`config.mk`:
```
export PLATFORM = sky130hd
export DESIGN_NAME = temp_conversion_stream_flat
export DESIGN_NICKNAME = d
export VERILOG_FILES = /design/src/rtl/temp_conversion_stream_if.sv /design/src/rtl/temp_conversion_stream.sv /design/src/flat_wrapper.sv
export SDC_FILE = /design/constraint.sdc
export NUM_CORES = 1
export LEC_CHECK = 0
export ABC_AREA = 1
export CORE_AREA = 2 2 100 102
export DETAILED_ROUTE_END_ITERATION = 7
export DIE_AREA = 0 0 102 104
export GPL_ROUTABILITY_DRIVEN = 1
export PLACE_DENSITY = 0.86
export SETUP_SLACK_MARGIN = 0.05
export SYNTH_ARGS = -nofsm -noshare
export SYNTH_HDL_FRONTEND = slang
export SYNTH_SLANG_ARGS = --single-unit
```
`constraint.sdc`:
```
create_clock -name clk -period 10.2 [get_ports clk]
set_input_delay 2.04 -clock clk [delete_from_list [all_inputs] [get_ports clk]]
set_output_delay 2.04 -clock clk [all_outputs]
set_load 0.01 [all_outputs]
```
`src/rtl/temp_conversion_stream_if.sv`:
```
// Sample/result stream bundle for temp_conversion_stream.
// The master modport is the producer/consumer side. The converter uses the slave modport.
interface temp_conversion_stream_if #(
   parameter int IN_W  = 8,
   parameter int OUT_W = 8
);
   logic             in_valid;
   logic             in_ready;
   logic [IN_W-1:0]  temperature;
   logic             unit;
   logic             out_valid;
   logic             out_ready;
   logic [OUT_W-1:0] data;
   logic             out_unit;
   logic             err;

   modport master (
      output in_valid, temperature, unit, out_ready,
      input  in_ready, out_valid, data, out_unit, err
   );

   modport slave (
      input  in_valid, temperature, unit, out_ready,
      output in_ready, out_valid, data, out_unit, err
   );
endinterface

```
`src/rtl/temp_conversion_stream.sv`:
```
// Two-stage streaming Celsius/Fahrenheit converter with valid/ready backpressure,
// range/saturation error flagging and saturating conversion/error counters.
module temp_conversion_stream #(
   parameter int IN_W  = 8,
   parameter int OUT_W = 8,
   parameter int C_MAX = 100,
   parameter int F_MIN = 32,
   parameter int F_MAX = 212,
   parameter int CNT_W = 16
) (
   input  logic                   clk,
   input  logic                   reset,
   temp_conversion_stream_if.slave bus,
   input  logic                   clear_counts,
   output logic [CNT_W-1:0]       conv_count,
   output logic [CNT_W-1:0]       err_count
);

   // 18*C+5 and 10*(F-32)+9 both stay below 2^(IN_W+5)
   localparam int NUM_W = IN_W + 6;
   localparam int EXT_W = IN_W + 32;
   localparam int CMP_W = NUM_W + OUT_W;
   localparam logic [CMP_W-1:0] OUT_MAX = {{NUM_W{1'b0}}, {OUT_W{1'b1}}};

   logic             adv;
   logic             s1_valid, s1_unit, s1_err;
   logic [NUM_W-1:0] s1_num;
   logic             out_valid_q, out_unit_q, err_q;
   logic [OUT_W-1:0] data_q;

   logic [EXT_W-1:0] t_ext;
   logic             in_err;
   logic [NUM_W-1:0] in_num;
   logic [NUM_W-1:0] quo;
   logic [CMP_W-1:0] quo_ext;
   logic [OUT_W-1:0] res_data;
   logic             res_err;
   logic             in_xfer, err_xfer;

   assign adv          = !out_valid_q || bus.out_ready;
   assign bus.in_ready = adv;
   assign bus.out_valid = out_valid_q;
   assign bus.data      = data_q;
   assign bus.out_unit  = out_unit_q;
   assign bus.err       = err_q;

   assign t_ext = EXT_W'(bus.temperature);

   always_comb begin
      in_err = 1'b0;
      in_num = '0;
      if (bus.unit) begin
         in_err = t_ext > EXT_W'(C_MAX);
         in_num = NUM_W'(bus.temperature) * NUM_W'(18) + NUM_W'(5);
      end else begin
         in_err = (t_ext < EXT_W'(F_MIN)) || (t_ext > EXT_W'(F_MAX));
         in_num = NUM_W'(bus.temperature - IN_W'(F_MIN)) * NUM_W'(10) + NUM_W'(9);
      end
   end

   always_ff @(posedge clk or posedge reset) begin
      if (reset) begin
         s1_valid <= 1'b0;
         s1_unit  <= 1'b0;
         s1_err   <= 1'b0;
         s1_num   <= '0;
      end else if (adv) begin
         s1_valid <= bus.in_valid;
         s1_unit  <= bus.unit;
         s1_err   <= in_err;
         s1_num   <= in_num;
      end
   end

   always_comb begin
      if (s1_unit) quo = s1_num / NUM_W'(10) + NUM_W'(F_MIN);
      else         quo = s1_num / NUM_W'(18);
      quo_ext  = CMP_W'(quo);
      res_err  = 1'b0;
      res_data = quo_ext[OUT_W-1:0];
      if (s1_err) begin
         res_err  = 1'b1;
         res_data = '0;
      end else if (quo_ext > OUT_MAX) begin
         res_err  = 1'b1;
         res_data = '1;
      end
   end

   always_ff @(posedge clk or posedge reset) begin
      if (reset) begin
         out_valid_q <= 1'b0;
         data_q      <= '0;
         out_unit_q  <= 1'b0;
         err_q       <= 1'b0;
      end else if (adv) begin
         out_valid_q <= s1_valid;
         data_q      <= res_data;
         out_unit_q  <= s1_unit;
         err_q       <= res_err;
      end
   end

   assign in_xfer  = bus.in_valid && adv;
   assign err_xfer = out_valid_q && bus.out_ready && err_q;

   always_ff @(posedge clk or posedge reset) begin
      if (reset) begin
         conv_count <= '0;
         err_count  <= '0;
      end else if (clear_counts) begin
         conv_count <= '0;
         err_count  <= '0;
      end else begin
         if (in_xfer && (conv_count != '1)) conv_count <= conv_count + CNT_W'(1);
         if (err_xfer && (err_count != '1)) err_count <= err_count + CNT_W'(1);
      end
   end

endmodule

```
`src/flat_wrapper.sv`:
```
// flat-port wrapper written by rule: the top's interface ports become plain ports
module temp_conversion_stream_flat 
#(
   parameter int IN_W  = 8,
   parameter int OUT_W = 8,
   parameter int C_MAX = 100,
   parameter int F_MIN = 32,
   parameter int F_MAX = 212,
   parameter int CNT_W = 16
)
  (clk, reset, clear_counts, conv_count, err_count, bus_in_valid, bus_temperature, bus_unit, bus_out_ready, bus_in_ready, bus_out_valid, bus_data, bus_out_unit, bus_err);
  temp_conversion_stream_if #(.IN_W(IN_W), .OUT_W(OUT_W)) bus_i ();
  input  logic clk;
  input  logic reset;
  input  logic clear_counts;
  output logic [CNT_W-1:0] conv_count;
  output logic [CNT_W-1:0] err_count;
  input wire logic [$bits(bus_i.in_valid)-1:0] bus_in_valid;
  input wire logic [$bits(bus_i.temperature)-1:0] bus_temperature;
  input wire logic [$bits(bus_i.unit)-1:0] bus_unit;
  input wire logic [$bits(bus_i.out_ready)-1:0] bus_out_ready;
  output wire logic [$bits(bus_i.in_ready)-1:0] bus_in_ready;
  output wire logic [$bits(bus_i.out_valid)-1:0] bus_out_valid;
  output wire logic [$bits(bus_i.data)-1:0] bus_data;
  output wire logic [$bits(bus_i.out_unit)-1:0] bus_out_unit;
  output wire logic [$bits(bus_i.err)-1:0] bus_err;
  assign bus_i.in_valid = bus_in_valid;
  assign bus_i.temperature = bus_temperature;
  assign bus_i.unit = bus_unit;
  assign bus_i.out_ready = bus_out_ready;
  assign bus_in_ready = bus_i.in_ready;
  assign bus_out_valid = bus_i.out_valid;
  assign bus_data = bus_i.data;
  assign bus_out_unit = bus_i.out_unit;
  assign bus_err = bus_i.err;
  temp_conversion_stream #(.IN_W(IN_W), .OUT_W(OUT_W), .C_MAX(C_MAX), .F_MIN(F_MIN), .F_MAX(F_MAX), .CNT_W(CNT_W)) u_core (.clk(clk), .reset(reset), .bus(bus_i), .clear_counts(clear_counts), .conv_count(conv_count), .err_count(err_count));
endmodule
```
After elaboration in Yosys (flattened, before gate mapping)

Index checks and enable logic that the tools add are counted.

Add/subtract/negate cells: 6
$mul: 2
Divide/modulo/power cells: 2
Magnitude comparators: 4
Equality and inequality tests: 2
Muxes and demuxes: 11
Reduce and logical (&&, ||, !) cells: 10

Operators with widths:

| kind                    | count |
|---|---|
| $mux W16                | 4 |
| $add A16 B1 Y16 const B | 2 |
| $ne A16 B16 Y1 const B  | 2 |
| $mux W14                | 2 |
| $mux W8                 | 2 |
| $add A13 B3 Y14 const B | 1 |
| $add A14 B4 Y14 const B | 1 |
| $add A14 B6 Y14 const B | 1 |
| $div A14 B4 Y14 const B | 1 |
| $div A14 B5 Y14 const B | 1 |
| $gt A14 B8 Y1 const B   | 1 |
| $mul A14 B3 Y13 const B | 1 |
| $mul A8 B4 Y12 const B  | 1 |
| $sub A8 B6 Y9 const B   | 1 |
| $gt A8 B7 Y1 const B    | 1 |
| $gt A8 B8 Y1 const B    | 1 |
| $lt A8 B6 Y1 const B    | 1 |
| $logic_and A1 B1 Y1     | 5 |
| $reduce_bool A2 Y1      | 2 |
| $mux W1                 | 3 |
| $logic_or A1 B1 Y1      | 2 |
| $logic_not A1 Y1        | 1 |

Register bits: 60
Input bits: 14

Longest topological paths before layout

Gate-level depths: netlist of the first run.

Word-level depth: 6
Gate-level depth with buffers: 53
Mapped depth without buffers: 52

Least setup slack after synthesis of the first run

OpenSTA, ideal clock, no wires.

Path kind: in2out
From: in bus_out_ready
To: out bus_in_ready
Data arrival time: 2716 ps
Data required time: 8160 ps
Setup slack: 5444 ps
Stages: 4
Cell sequence: inv_1 nand2_1 clkbuf_1 buf_1

Longest elaborated chain between the ends: 1

Ends and longest elaborated chain:

| element            | RTL line                     | text |
|---|---|---|
| from (decl)        | flat_wrapper.sv:21           | `input wire logic [$bits(bus_i.out_ready)-1:0] bus_out_ready;` |
| $logic_or A1 B1 Y1 | temp_conversion_stream.sv:40 | `assign adv = !out_valid_q \|\| bus.out_ready;` |
| to (decl)          | flat_wrapper.sv:22           | `output wire logic [$bits(bus_i.in_ready)-1:0] bus_in_ready;` |

Every way passes these cells.

Final worst setup path of the first run

Same ends and word-level chain as after synthesis.

==> impl_metrics.json, run 1 <==
{
  "cts_root_buf": "clkbuf_8",
  "ioPinCount": 58,
  "cts.sinks": 59,
  "row_count": 36,
  "postCtsSetupRepairBufs": 0,
  "wl_met2_um": 6830,
  "final_common_cell": "nand2_1",
  "end_kind": "output port",
  "synth_area_um2": 5910,
  "top_layer": "met4",
  "insertedDiodeCount": 0,
  "synthDominantCellAreaShare_pct": 25.0,
  "hold_path_class": "flip-flop to flip-flop",
  "dieHeight_um": 104,
  "ctsHtreeMaxLevel": 3,
  "synth.area.top_cells": "dfrtp_1, nand2_1, inv_1, ha_1, nand3_1",
  "cts_resized": 0,
  "ant_nets": 0,
  "yosys_warnings": 0,
  "cp.required_ns": 8.16,
  "crit_type": "primary input to output port",
  "fin_util_pct": 71.0,
  "cp.arrival_ns": 3.43,
  "critPathLaunchType": "primary input",
  "viasPerCell": 5.47,
  "cts_tree": "yes",
  "start_util_pct": 61.9,
  "drtIter0Drc": 372,
  "drc": 0,
  "reg2reg_from": "u_core.s1_num[11]",
  "wl_per_cell_um": 13.1,
  "ys_seq_elements": 59,
  "finalNonFillerCells": 1075,
  "clock_path_buffers": 2,
  "grt_max_degree": 60,
  "synth_top_area_cell": "dfrtp_1",
  "gr-usage-all-layers_pct": 27.8,
  "die_w_um": 102,
  "hp-start": "u_core.s1_valid",
  "ys_seq_area_share_pct": 25.0,
  "fin_crit_ns": 5.47,
  "startpoint": "bus_out_ready",
  "avgSynthCellArea_um2": 6.71,
  "grt_remaining_overflow": 0,
  "syn_inst": 881,
  "area_delta_synth_final_pct": 14.8,
  "grt_antenna_before_repair": 0,
  "routedLengthMet1_um": 6340,
  "min_path_cells": 2,
  "finalCritPeriodShare_pct": 53.6,
  "portBuffers": 57,
  "cts_hold_buffers": 0,
  "slew_headroom_pct": 48.6,
  "dp_hpwl_um": 10700,
  "dr_wl_met3_um": 761,
  "synth.net_count": 930,
  "fin_setup_tns_ns": 0,
  "crit_fanout": 20,
  "setup_violations": 0,
  "most-common-layout-cells": "nand2_1, inv_1, nor2_1",
  "core-area_um2": 9550,
  "synth.distinct_cells": 48,
  "worst_pin_slew_ns": 0.771,
  "clk_pin_slew_ns": 0.08,
  "skew_ns": 0.00981,
  "hold_end": "u_core.bus.out_valid",
  "clk_latency_ns": 0.35,
  "maxCapViolCount": 0,
  "fmax_mhz": 183,
  "grt_pass1_wl_um": 24500,
  "finalNetCount": 986,
  "outcome": "finished, final reports clean",
  "r2r_setup_slack_ns": 5.34,
  "place.gp.congestion": 0.921,
  "numCtsBuffers": 9,
  "r2r_end": "u_core.bus.data[0]",
  "r2r_cells": 42,
  "layout-drive-gt1-share_pct": 14.3,
  "slew_viol_final": 0,
  "dp_cells": 1059,
  "first_pass_iters": 5,
  "wl_um": 14100,
  "rsz0062_at_grt": "no",
  "finalHoldViolCount": 0,
  "via_count": 5878,
  "die-area_um2": 10600,
  "grt_pass1_vias": 5587
}
==> synth_stat cells (all sizes together) <==
cell / instances
a211oi: 6
a21oi: 51
a221oi: 2
a22o: 3
a22oi: 4
a31oi: 8
and2: 3
buf: 4
clkbuf: 10
clkinv: 6
dfrtp: 59
fa: 2
ha: 33
inv: 135
nand2: 253
nand3: 76
nand3b: 3
nand4: 23
nor2: 87
nor3: 14
nor4: 4
o2111ai: 2
o211ai: 2
o21a: 3
o21ai: 61
o21bai: 1
o221ai: 2
o22ai: 4
or2: 1
xnor2: 9
xor2: 10
==> critical path: stages <==
cell and delay, ns:
clkdlybuf4s50_1 0.50, inv_1 0.05, nand2_1 0.05, buf_4 0.22, clkdlybuf4s50_1 0.57
==> cells by family after synthesis <==
kind of cell | synth area share, %
AOI/OAI and AO/OA | 14.6
xor gates and xnor gates | 2.82
adders and majority gates | 7.66
buffers and inverters | 10.4
DFF | 25.0
and+or+nand+nor | 39.5
==> layer usage <==
| layer | vias up | global-route usage, % |
|---|---|---|
| met5 | - | 0 |
| met4 | 0 | 8.00 |
| met3 | 17 | 4.30 |
| met2 | 165 | 45.6 |
| met1 | 2689 | 37.7 |
| li1 | 3007 | - |
==> sequential cells by signal, summed over array words and instances (netlist names) <==
signal and cells:
u_core.conv_count 16, u_core.err_count 16, u_core.s1_num 13, u_core.bus.data 8, u_core.bus.err 1, u_core.bus.out_unit 1
u_core.bus.out_valid 1, u_core.s1_err 1, u_core.s1_unit 1, u_core.s1_valid 1
==> how the worst max path moves through the flow <==
stage / slack (ns) / cells after the start / endpoint
finish: 4.73 / 5 / bus_in_ready
global route: 4.65 / 5 / bus_in_ready
CTS: 4.71 / 5 / bus_in_ready
detailed placement: 4.71 / 5 / bus_in_ready
global placement: 4.73 / 5 / bus_in_ready
floorplan: 5.44 / 4 / bus_in_ready
==> layout make-up <==
cell class / count / area [µm²]
Sequential cell: 59 / 1480
Fill cell: 827 / 2770
Clock inverter: 7 / 76.3
Clock buffer: 9 / 124
Tap cell: 133 / 166
Multi-Input combinational cell: 667 / 3820
Inverter: 141 / 538
Timing Repair Buffer: 59 / 586
==> metrics by stage <==
step / cell area [µm²] / worst slack, ns / hold WS (ns)
2_1_floorplan: 5910 / 5.44 / 0.420
3_3_place_gp: 6580 / 4.73 / 0.432
3_5_place_dp: 6580 / 4.71 / 0.448
4_1_cts: 6780 / 4.71 / 0.468
5_1_grt: 6780 / 4.65 / 0.523
6_report: 6780 / 4.73 / 0.465
Power of run 1 is left out: the tool's default activity adds up to more than one toggle a clock period on the data nets, which glitch-free logic cannot reach.
==> run 2: changes to the inputs <==
- CORE_AREA: 2 2 100 102 -> 2 2 109 111
- DIE_AREA: 0 0 102 104 -> 0 0 111 113
- PLACE_DENSITY: 0.86 -> 0.77
- clock period: 10.2 -> 5 ns (I/O delays scaled with it)
==> impl_metrics.json, run 2 (synthesis gave the netlist of run 1 again) <==
{
  "outcome": "finished, final reports clean",
  "insertedDiodeCount": 0,
  "maxCapViolCount": 0,
  "most-common-layout-cells": "nand2_1, inv_1, nor2_1",
  "dieHeight_um": 113,
  "start_util_pct": 52.4,
  "cp.arrival_ns": 5.00,
  "design_area_um2": 7480,
  "end_kind": "flip-flop",
  "slew_viol_final": 0,
  "finalNetCount": 1016,
  "die-area_um2": 12500,
  "final.setup.worst_slack_ns": 0.217,
  "final_common_cell": "nand2_1",
  "critPathLaunchType": "flip-flop",
  "crit_type": "flip-flop to flip-flop",
  "rsz0062_at_grt": "yes",
  "skew_ns": 0.00457,
  "ctsHtreeMaxLevel": 3,
  "hold_path_class": "flip-flop to flip-flop",
  "regArea_um2": 1480,
  "ant_nets": 0,
  "dp_hpwl_um": 10800,
  "place.gp.congestion": 0.852,
  "cts_root_buf": "clkbuf_16",
  "cts.sinks": 59,
  "clock_path_buffers": 2,
  "drtIter0Drc": 349,
  "cts_hold_buffers": 0,
  "cp.required_ns": 5.22,
  "slowest_stage": "dfrtp_2",
  "wl_per_cell_um": 13.6,
  "grt_pass1_vias": 5417,
  "ioPinCount": 58,
  "crit_top_cell": "nand2_4",
  "worst_pin_slew_ns": 0.839,
  "via_count": 6075,
  "hp-start": "u_core.s1_valid",
  "slew_headroom_pct": 44.0,
  "cts_tree": "yes",
  "core-area_um2": 11300,
  "top_regs": "u_core.conv_count: 16 flops, u_core.err_count: 16 flops, u_core.s1_num: 13 flops",
  "finalHoldViolCount": 0,
  "fin_setup_tns_ns": 0,
  "slowest_delay_ns": 0.49,
  "grt_antenna_before_repair": 0,
  "finalCritPeriodShare_pct": 95.7,
  "die_w_um": 111,
  "fmax_mhz": 209,
  "crit_fanout": 8,
  "pre_cts_ws_ns": 0.311,
  "multiInputGateArea_um2": 4160,
  "portBuffers": 57,
  "startpoint": "u_core.s1_num[11]",
  "numCtsBuffers": 9,
  "viasPerCell": 5.45,
  "drc": 0,
  "grt_max_degree": 42,
  "grt_pass1_wl_um": 24100,
  "gr-usage-all-layers_pct": 22.9,
  "grt_remaining_overflow": 0,
  "setup_violations": 0,
  "dpl_cell_area_um2": 6620,
  "clk_pin_slew_ns": 0.06,
  "first_pass_iters": 5,
  "clk_latency_ns": 0.34,
  "fin_crit_ns": 4.78,
  "fillers": 943,
  "reg2reg_from": "u_core.s1_num[11]",
  "area_delta_synth_final_pct": 26.5,
  "row_count": 39,
  "layout-drive-gt1-share_pct": 20.9,
  "wl_um": 15100,
  "fin_util_pct": 66.3
}
-- run 2: cell types whose count changed in the layout (fill, tap and decap cells not counted), sizes merged --
cell	delta
buf	+30
clkbuf	+1
clkinvlp	-1
-- run 2: metal layers --
| layer | vias up | part of all wire (%) | GRT usage, % |
|---|---|---|---|
| met5 | - | 0 | 0 |
| met4 | 0 | 1.5 | 7.67 |
| met3 | 18 | 4.8 | 3.86 |
| met2 | 153 | 48 | 38.6 |
| met1 | 2833 | 46 | 30.1 |
| li1 | 3071 | - | - |
-- run 2: worst max-delay path, delay by kind of cell (launching register included) --
kind / cells / cell delay, ns
AO/OA/AOI/OAI: 6 / 0.79
flip-flops: 1 / 0.49
buffers and inverters: 6 / 0.55
AND/OR/NAND/NOR: 31 / 2.80
-- run 2: path summary, 6_finish.rpt --
kind | slack [ns] | cells after the start | end
worst min-delay path | 0.44 | 2 | u_core.bus.out_valid
worst max register to register | 0.22 | 43 | u_core.bus.data[1]
worst min register to register | 0.44 | 2 | u_core.bus.out_valid
min in group asynchronous | 1.15 | 2 | u_core.err_count[14]
worst max-delay path | 0.22 | 43 | u_core.bus.data[1]
max in group asynchronous | 3.05 | 3 | u_core.bus.out_unit
-- run 2: what timing repair did --
item | in CTS | in global routing
buffers inserted | 0 | 27
endpoints found under the hold margin | 0 | 0
endpoints found under the setup margin | 0 | 2
resized for setup | 0 | 78
-- run 2: through the flow --
| step | std cells | hold WS, ns |
|---|---|---|
| global placement | 1072 | 0.425 |
| global route | 1115 | 0.498 |
| CTS | 1088 | 0.444 |
| detailed placement | 1072 | 0.427 |
| floorplan | 881 | 0.420 |
| finish | 1115 | 0.445 |
-- run 2: layout make-up --
class | count | area share, %
timing repair buffer | 89 | 10.8
tap | 143 | 2.39
multi-input combinational | 667 | 55.6
sequential | 59 | 19.8
inverter | 141 | 7.20
clock buffer | 10 | 3.20
clock inverter | 6 | 0.971
Power of run 2 is left out for the same reason.
